--- src/rtl/coreboard_ts_capture.sv ---
// coreboard_ts_capture
//   Captures one timestamped frame of AXIS samples into a double-banked BRAM.
//   The frame layout inside a bank is a 4-word header (RTC second/ns, low
//   half first), followed by samples interleaved as channel-minor,
//   sample-major. Each 32-bit sample is stored as two 16-bit words, lo first.
//
// Ports
//   clk, rst                  sole clock, synchronous active-high reset
//   s_axis_tdata/tvalid/tready  per-channel sample streams (channel c at [32c+:32])
//   rtc_second/rtc_nanosecond   free-running RTC in clk domain
//   ctrl_enable               arm capture (low also clears stat_overrun)
//   ctrl_trigger_source       0 immediate, 1 external, 2 time compare, 3 never
//   ctrl_trigger_second/_nanosecond  compare time for source 2
//   ext_trigger               asynchronous external trigger
//   bram_addr/en/we/din       write-only BRAM port, bank bit is the address MSB
//   frame_irq                 one-cycle pulse per completed frame
//   stat_bank                 bank holding the last completed frame
//   stat_overrun              sticky: trigger seen while a frame was in flight
//   stat_frame_count          completed frames, wraps at 16 bits
module coreboard_ts_capture #(
    parameter int C_NUM_CH          = 4,
    parameter int C_FRAME_SAMPLES   = 64,
    parameter int C_BRAM_ADDR_WIDTH = 12
) (
    input  logic                          clk,
    input  logic                          rst,
    input  logic [32*C_NUM_CH-1:0]        s_axis_tdata,
    input  logic [C_NUM_CH-1:0]           s_axis_tvalid,
    output logic [C_NUM_CH-1:0]           s_axis_tready,
    input  logic [31:0]                   rtc_second,
    input  logic [31:0]                   rtc_nanosecond,
    input  logic                          ctrl_enable,
    input  logic [1:0]                    ctrl_trigger_source,
    input  logic [31:0]                   ctrl_trigger_second,
    input  logic [31:0]                   ctrl_trigger_nanosecond,
    input  logic                          ext_trigger,
    output logic [C_BRAM_ADDR_WIDTH-1:0]  bram_addr,
    output logic                          bram_en,
    output logic [1:0]                    bram_we,
    output logic [15:0]                   bram_din,
    output logic                          frame_irq,
    output logic                          stat_bank,
    output logic                          stat_overrun,
    output logic [15:0]                   stat_frame_count
);

    localparam int CW = (C_NUM_CH > 1) ? $clog2(C_NUM_CH) : 1;
    localparam int KW = (C_FRAME_SAMPLES > 1) ? $clog2(C_FRAME_SAMPLES) : 1;
    localparam int OW = C_BRAM_ADDR_WIDTH - 1;
    localparam logic [CW-1:0] CH_LAST  = CW'(C_NUM_CH - 1);
    localparam logic [KW-1:0] SMP_LAST = KW'(C_FRAME_SAMPLES - 1);

    typedef enum logic [2:0] {IDLE, HDR, DATA_LO, DATA_HI, DONE} state_t;

    typedef struct packed {
        logic                         en;
        logic [C_BRAM_ADDR_WIDTH-1:0] addr;
        logic [15:0]                  din;
    } bram_wr_t;

    state_t                    state, state_nxt;
    bram_wr_t                  wr;
    logic                      bank;
    logic [CW-1:0]             ch;
    logic [KW-1:0]             smp;
    logic [OW-1:0]             wptr;      // word offset within the bank
    logic [31:0]               sec_q, ns_q;
    logic [15:0]               hi_q;
    logic                      ext_s1, ext_s2, ext_s3;
    logic                      ge_q;
    logic                      overrun_q;
    logic                      stat_bank_q;
    logic [15:0]               frame_cnt_q;

    logic [C_NUM_CH-1:0][31:0] tdata_v;
    logic [31:0]               cur_data;
    logic                      cur_vld;
    logic                      ge, ext_ev, tc_ev, trig_ev, start, take;

    assign tdata_v = s_axis_tdata;

    // Mux of the channel currently expected; loop compare keeps widths exact
    // for any channel count.
    always_comb begin
        cur_data = '0;
        cur_vld  = 1'b0;
        for (int i = 0; i < C_NUM_CH; i++) begin
            if (ch == CW'(i)) begin
                cur_data = tdata_v[i];
                cur_vld  = s_axis_tvalid[i];
            end
        end
    end

    assign ge     = {rtc_second, rtc_nanosecond} >= {ctrl_trigger_second, ctrl_trigger_nanosecond};
    assign ext_ev = ext_s2 & ~ext_s3;
    assign tc_ev  = ge & ~ge_q;

    always_comb begin
        trig_ev = 1'b0;
        case (ctrl_trigger_source)
            2'd0:    trig_ev = (state == IDLE);
            2'd1:    trig_ev = ext_ev;
            2'd2:    trig_ev = tc_ev;
            default: trig_ev = 1'b0;
        endcase
    end

    assign start = (state == IDLE) & ctrl_enable & trig_ev;
    assign take  = (state == DATA_LO) & cur_vld;

    always_ff @(posedge clk) begin
        if (rst) state <= IDLE;
        else     state <= state_nxt;
    end

    always_comb begin
        state_nxt     = state;
        wr            = '0;
        s_axis_tready = '0;
        frame_irq     = 1'b0;
        case (state)
            IDLE: begin
                s_axis_tready = '1;
                if (start) state_nxt = HDR;
            end
            HDR: begin
                wr.en   = 1'b1;
                wr.addr = {bank, wptr};
                case (wptr[1:0])
                    2'd0:    wr.din = sec_q[15:0];
                    2'd1:    wr.din = sec_q[31:16];
                    2'd2:    wr.din = ns_q[15:0];
                    default: wr.din = ns_q[31:16];
                endcase
                if (wptr[1:0] == 2'd3) state_nxt = DATA_LO;
            end
            DATA_LO: begin
                for (int i = 0; i < C_NUM_CH; i++) s_axis_tready[i] = (ch == CW'(i));
                if (cur_vld) begin
                    wr.en     = 1'b1;
                    wr.addr   = {bank, wptr};
                    wr.din    = cur_data[15:0];
                    state_nxt = DATA_HI;
                end
            end
            DATA_HI: begin
                wr.en   = 1'b1;
                wr.addr = {bank, wptr};
                wr.din  = hi_q;
                if (ch == CH_LAST && smp == SMP_LAST) state_nxt = DONE;
                else                                  state_nxt = DATA_LO;
            end
            DONE: begin
                frame_irq = 1'b1;
                state_nxt = IDLE;
            end
            default: state_nxt = IDLE;
        endcase
    end

    always_ff @(posedge clk) begin
        if (rst) begin
            ext_s1      <= 1'b0;
            ext_s2      <= 1'b0;
            ext_s3      <= 1'b0;
            ge_q        <= 1'b0;
            bank        <= 1'b0;
            ch          <= '0;
            smp         <= '0;
            wptr        <= '0;
            sec_q       <= '0;
            ns_q        <= '0;
            hi_q        <= '0;
            overrun_q   <= 1'b0;
            stat_bank_q <= 1'b0;
            frame_cnt_q <= '0;
        end else begin
            ext_s1 <= ext_trigger;
            ext_s2 <= ext_s1;
            ext_s3 <= ext_s2;
            ge_q   <= ge;

            // Header and data are written in strict address order, so one
            // incrementing pointer yields 4+2*(k*N+c) without a multiplier.
            if (wr.en) wptr <= wptr + 1'b1;

            if (start) begin
                sec_q <= rtc_second;
                ns_q  <= rtc_nanosecond;
                wptr  <= '0;
                ch    <= '0;
                smp   <= '0;
            end

            if (take) hi_q <= cur_data[31:16];

            if (state == DATA_HI) begin
                if (ch == CH_LAST) begin
                    ch  <= '0;
                    smp <= (smp == SMP_LAST) ? '0 : smp + 1'b1;
                end else begin
                    ch  <= ch + 1'b1;
                end
            end

            if (state == DONE) begin
                stat_bank_q <= bank;
                bank        <= ~bank;
                frame_cnt_q <= frame_cnt_q + 16'd1;
            end

            if (!ctrl_enable)                     overrun_q <= 1'b0;
            else if (state != IDLE && trig_ev)    overrun_q <= 1'b1;
        end
    end

    assign bram_en          = wr.en;
    assign bram_we          = {2{wr.en}};
    assign bram_addr        = wr.addr;
    assign bram_din         = wr.din;
    assign stat_bank        = stat_bank_q;
    assign stat_overrun     = overrun_q;
    assign stat_frame_count = frame_cnt_q;

endmodule

--- config.mk ---
export PLATFORM = sky130hd
export DESIGN_NAME = coreboard_ts_capture
export DESIGN_NICKNAME = d
export VERILOG_FILES = /design/src/rtl/coreboard_ts_capture.sv
export SDC_FILE = /design/constraint.sdc
export NUM_CORES = 1
export LEC_CHECK = 0
export ABC_AREA = 0
export BUFFER_PORTS_ARGS = -buffer_cell sky130_fd_sc_hd__buf_2
export CORE_UTILIZATION = 50
export DETAILED_ROUTE_END_ITERATION = 7
export GPL_ROUTABILITY_DRIVEN = 0
export PLACE_DENSITY = 0.82
export SLEW_MARGIN = 5
export SYNTH_ARGS = -nofsm -noshare
export SYNTH_HDL_FRONTEND = slang
export SYNTH_SLANG_ARGS = --single-unit
--- constraint.sdc ---
create_clock -name clk -period 3.76 [get_ports clk]
set_input_delay 0.188 -clock clk [delete_from_list [all_inputs] [get_ports clk]]
set_output_delay 0.188 -clock clk [all_outputs]
set_load 0.01 [all_outputs]
==> run summary <==
The run gives 0 as the count of endpoints failing setup in the final report. The number of max-cap violations is 0, and the boundary pin count is 320. Before CTS, the worst setup slack after placement is 503.6 ps. STA puts the critical path data required time at 3570 ps. The worst path meets setup with 651.9 ps of slack.

The tools report the aggregate negative setup slack as 0 ps. For this design the static power due to leakage is 4.882 nW. The region available for standard cell placement spans 0.01606 sq mm.

The clock network latency to the later pin of the worst-skew pair is 430 ps. The kind of critical path was reg2out. In the routed layout, each cell is associated on average with a via count of 5.681. The synthesized netlist occupies a cell area of 0.008294 sq mm. The data arrival time of the critical path is 2920 ps. For this run, the register share of the synthesized area comes to 30.17%.

The logs give 0 for the remaining antenna violation count after routing and 51.65% for the starting utilization of the core area. The initialized floorplan defines 46 standard-cell rows. For the detailed placer's ending HPWL, the log shows 20.50 mm. The highest metal layer used by the detailed router is met4. The detail-routed net length per standard cell was 17.49 microns; the worst-margin pin slew was 1133 ps. For the count of warnings emitted by yosys, the log shows 0. Tracing the worst setup path back leads to its startpoint at wptr[1]. IR analysis of the VDD net gives a maximum drop of 0.3038 mV. The wire length on met3 is 2.014 mm, and the floorplan die height is 130.8 microns. In the global route stage, overall resource usage came out at 30.52%. Cells with a size suffix above 1 make up 27.60% of the layout. For this block, the routed nets add up to 27.47 mm of wire. The number of I/O port buffers works out to 319.

The tools report the clock root buffer as clkbuf_16. The average size of a mapped cell is 7.840 sq um, and the length of routed met2 wiring is 13.65 mm. The power per cell area is 338.3 mW/mm^2, and the overall overflow remaining after global route is 0. Number of global-route vias before repair: 7921. The floorplan step set the die width to 130.8 microns.

Gates resized during post-CTS repair numbered 0. The first global-routing pass estimated 39.58 mm of wire. The prevailing post-synth register cell is dfxtp_1.

The launching point of the worst reg2reg path is ch[0]. The clock-pin slew on the worst setup and hold paths was 60 ps. In the synthesized netlist the async set-or-reset flop fraction comes to 0%. The end-of-flow core utilization was 65.36%. STA classifies the critical path startpoint as a register. The run gives 0 as the DRC violation count after routing. The worst setup path is captured at an output port. In this run, the number of DRC markers left after iteration 0 of detailed routing was 755. For the final worst clock skew, the log shows 9.413 ps. Static timing analysis puts the maximum clock frequency at 321.7 MHz. Number of antenna violations at the first check in global routing: 5. Net count of the mapped netlist: 1398. The area of the multi-input gates came out at 0.005145 sq mm. The post-synthesis instance total was 1058. The tools report the max-slew violation count as 0. Entering global routing, the biggest net connects 118 pins. Counting the buffers created by CTS gives 17. The top cell types in the final layout, fill and taps aside, are 319 x buf_2, 193 x nand2_1, 125 x dfxtp_1, 94 x o21ai_0, 73 x ha_1. Setup repair after global routing left no endpoint under its margin. The detailed router put a total of 10.74 mm of wire on met1. Number of fill cells: 1403. The run finished with clean final reports. Relative to the synthesized area, the layout overhead comes to 26.54%. Yosys mapped a number of flops with a built-in enable equal to 0. The run gives 0 as the number of failing hold endpoints at the final stage. For this run, the post-layout net count is 1675. Registers take 0.002502 sq mm.

The first TritonRoute pass finished after 7 iterations. For this block, the via count after detailed routing is 8919. The netlist uses 53 different library cells. Synthesis inferred 125 register bits.

The die covers 0.01711 sq mm. The library cell used most frequently in the layout, excluding fill and tap cells, is buf_2. The clock net in this run drives a total of 125 sinks. The path class of the tightest hold or removal check is in2reg. In this run the deepest clock path goes through 2 buffers. TritonCTS built the clock tree. In this run the number of H-tree levels came out at 4. The routed design could run at a clock period as short as 3108 ps. The startpoint identified for the worst hold timing path is rtc_nanosecond[7]. Along the worst path, the maximum fanout reaches 16. Dividing the final minimum period by the clock period gives 82.66%.

In this run the tightest slew margin relative to its limit is 24.12%.
==> final timing paths <==
kind / endpoint / slack [ps] / depth (start not counted)
worst max-delay path: bram_din[10] / 650 / 7
worst min-delay path: ns_q[7] / 20 / 3
worst max register to register: wptr[5] / 1120 / 12
worst min register to register: ext_s2 / 450 / 1
==> stage by stage <==
step | total power [mW] | hold WS [ps] | cell area, sq um | std cells
3_3_place_gp | 1.976 | 415.7 | 9901 | 1531
5_1_grt | 3.689 | 24.57 | 10490 | 1568
6_report | 3.551 | 16.38 | 10500 | 1570
3_5_place_dp | 1.991 | 425.9 | 9901 | 1531
4_1_cts | 3.547 | 13.77 | 10480 | 1564
2_1_floorplan | 1.748 | 316.2 | 8294 | 1058
==> layer usage <==
layer / up-vias / global-route usage, %
met5: - / 0
met4: 0 / 15.21
li1: 4311 / -
met2: 413 / 54.96
met1: 4127 / 34.23
met3: 68 / 6.026
==> area by class of cell <==
cell class / count / area share, %
Antenna cell: 6 / 0.1431
Clock buffer: 20 / 4.351
Clock inverter: 12 / 1.073
Inverter: 73 / 2.635
Multi-Input combinational cell: 785 / 49.02
Sequential cell: 125 / 23.84
Tap cell: 216 / 2.575
Timing Repair Buffer: 333 / 16.36
==> cells by family (layout without fill, tap and decap cells) <==
family                   Yosys count  in the layout  synth area share [%]
AO/OA/AOI/OAI                    251            251                 20.18
XOR/XNOR                          28             28                 2.957
adder cells (fa/ha/maj)           74             74                 11.16
buffers and inverters            148            438                 8.040
flip-flops                       125            125                 30.17
multiplexers                      66             66                 7.965
other                              0              6                     0
AND/OR/NAND/NOR                  366            366                 19.52
==> state kept, by name, summed over array words and instances (netlist names), 2 cells and up <==
signal / flops
ch: 2
hi_q: 16
ns_q: 32
sec_q: 32
smp: 6
stat_frame_count: 16
state: 3
wptr: 11
==> cells in the mapped netlist, drive strengths merged, types with 2 or more instances <==
cell type	count	area, sq um
a211oi	3	22.52
a21o	3	22.52
a21oi	50	250.2
a221o	32	320.3
a222oi	16	160.2
a22oi	18	135.1
and2	16	100.1
and3	9	56.30
and3b	2	17.52
and4	3	26.28
buf	14	163.9
clkbuf	61	229.0
dfxtp	125	2502
ha	74	925.9
inv	73	274.0
mux2i	66	660.6
nand2	193	724.4
nand2b	3	18.77
nand3	25	125.1
nand4	20	125.1
nor2	64	240.2
nor2b	7	43.79
nor3	15	75.07
nor3b	3	27.52
nor4	3	18.77
o211ai	18	135.1
o21ai	94	470.5
o311ai	2	17.52
o41ai	2	17.52
or2	2	12.51
xnor2	4	35.03
xor2	24	210.2
==> critical path: stages (launching register included) <==
cell	delay [ps]
dfxtp_1	500
inv_1	140
ha_1	410
a222oi_1	700
o21ai_0	200
a22oi_1	250
o21ai_0	120
buf_2	170
==> report_power, final <==
group          switching [mW]  leakage (nW)  internal, mW
Clock                   0.629         0.265         0.947
Sequential             0.0296          1.01          1.37
Combinational           0.312          3.60         0.265
Total                   0.971          4.88          2.58
==> timing repair <==
item                                   CTS  global route
hold buffers                             1             0
buffers inserted                         0             0
endpoints found under the hold margin    1             0
Note: power is estimated with default switching activity, not from simulation.
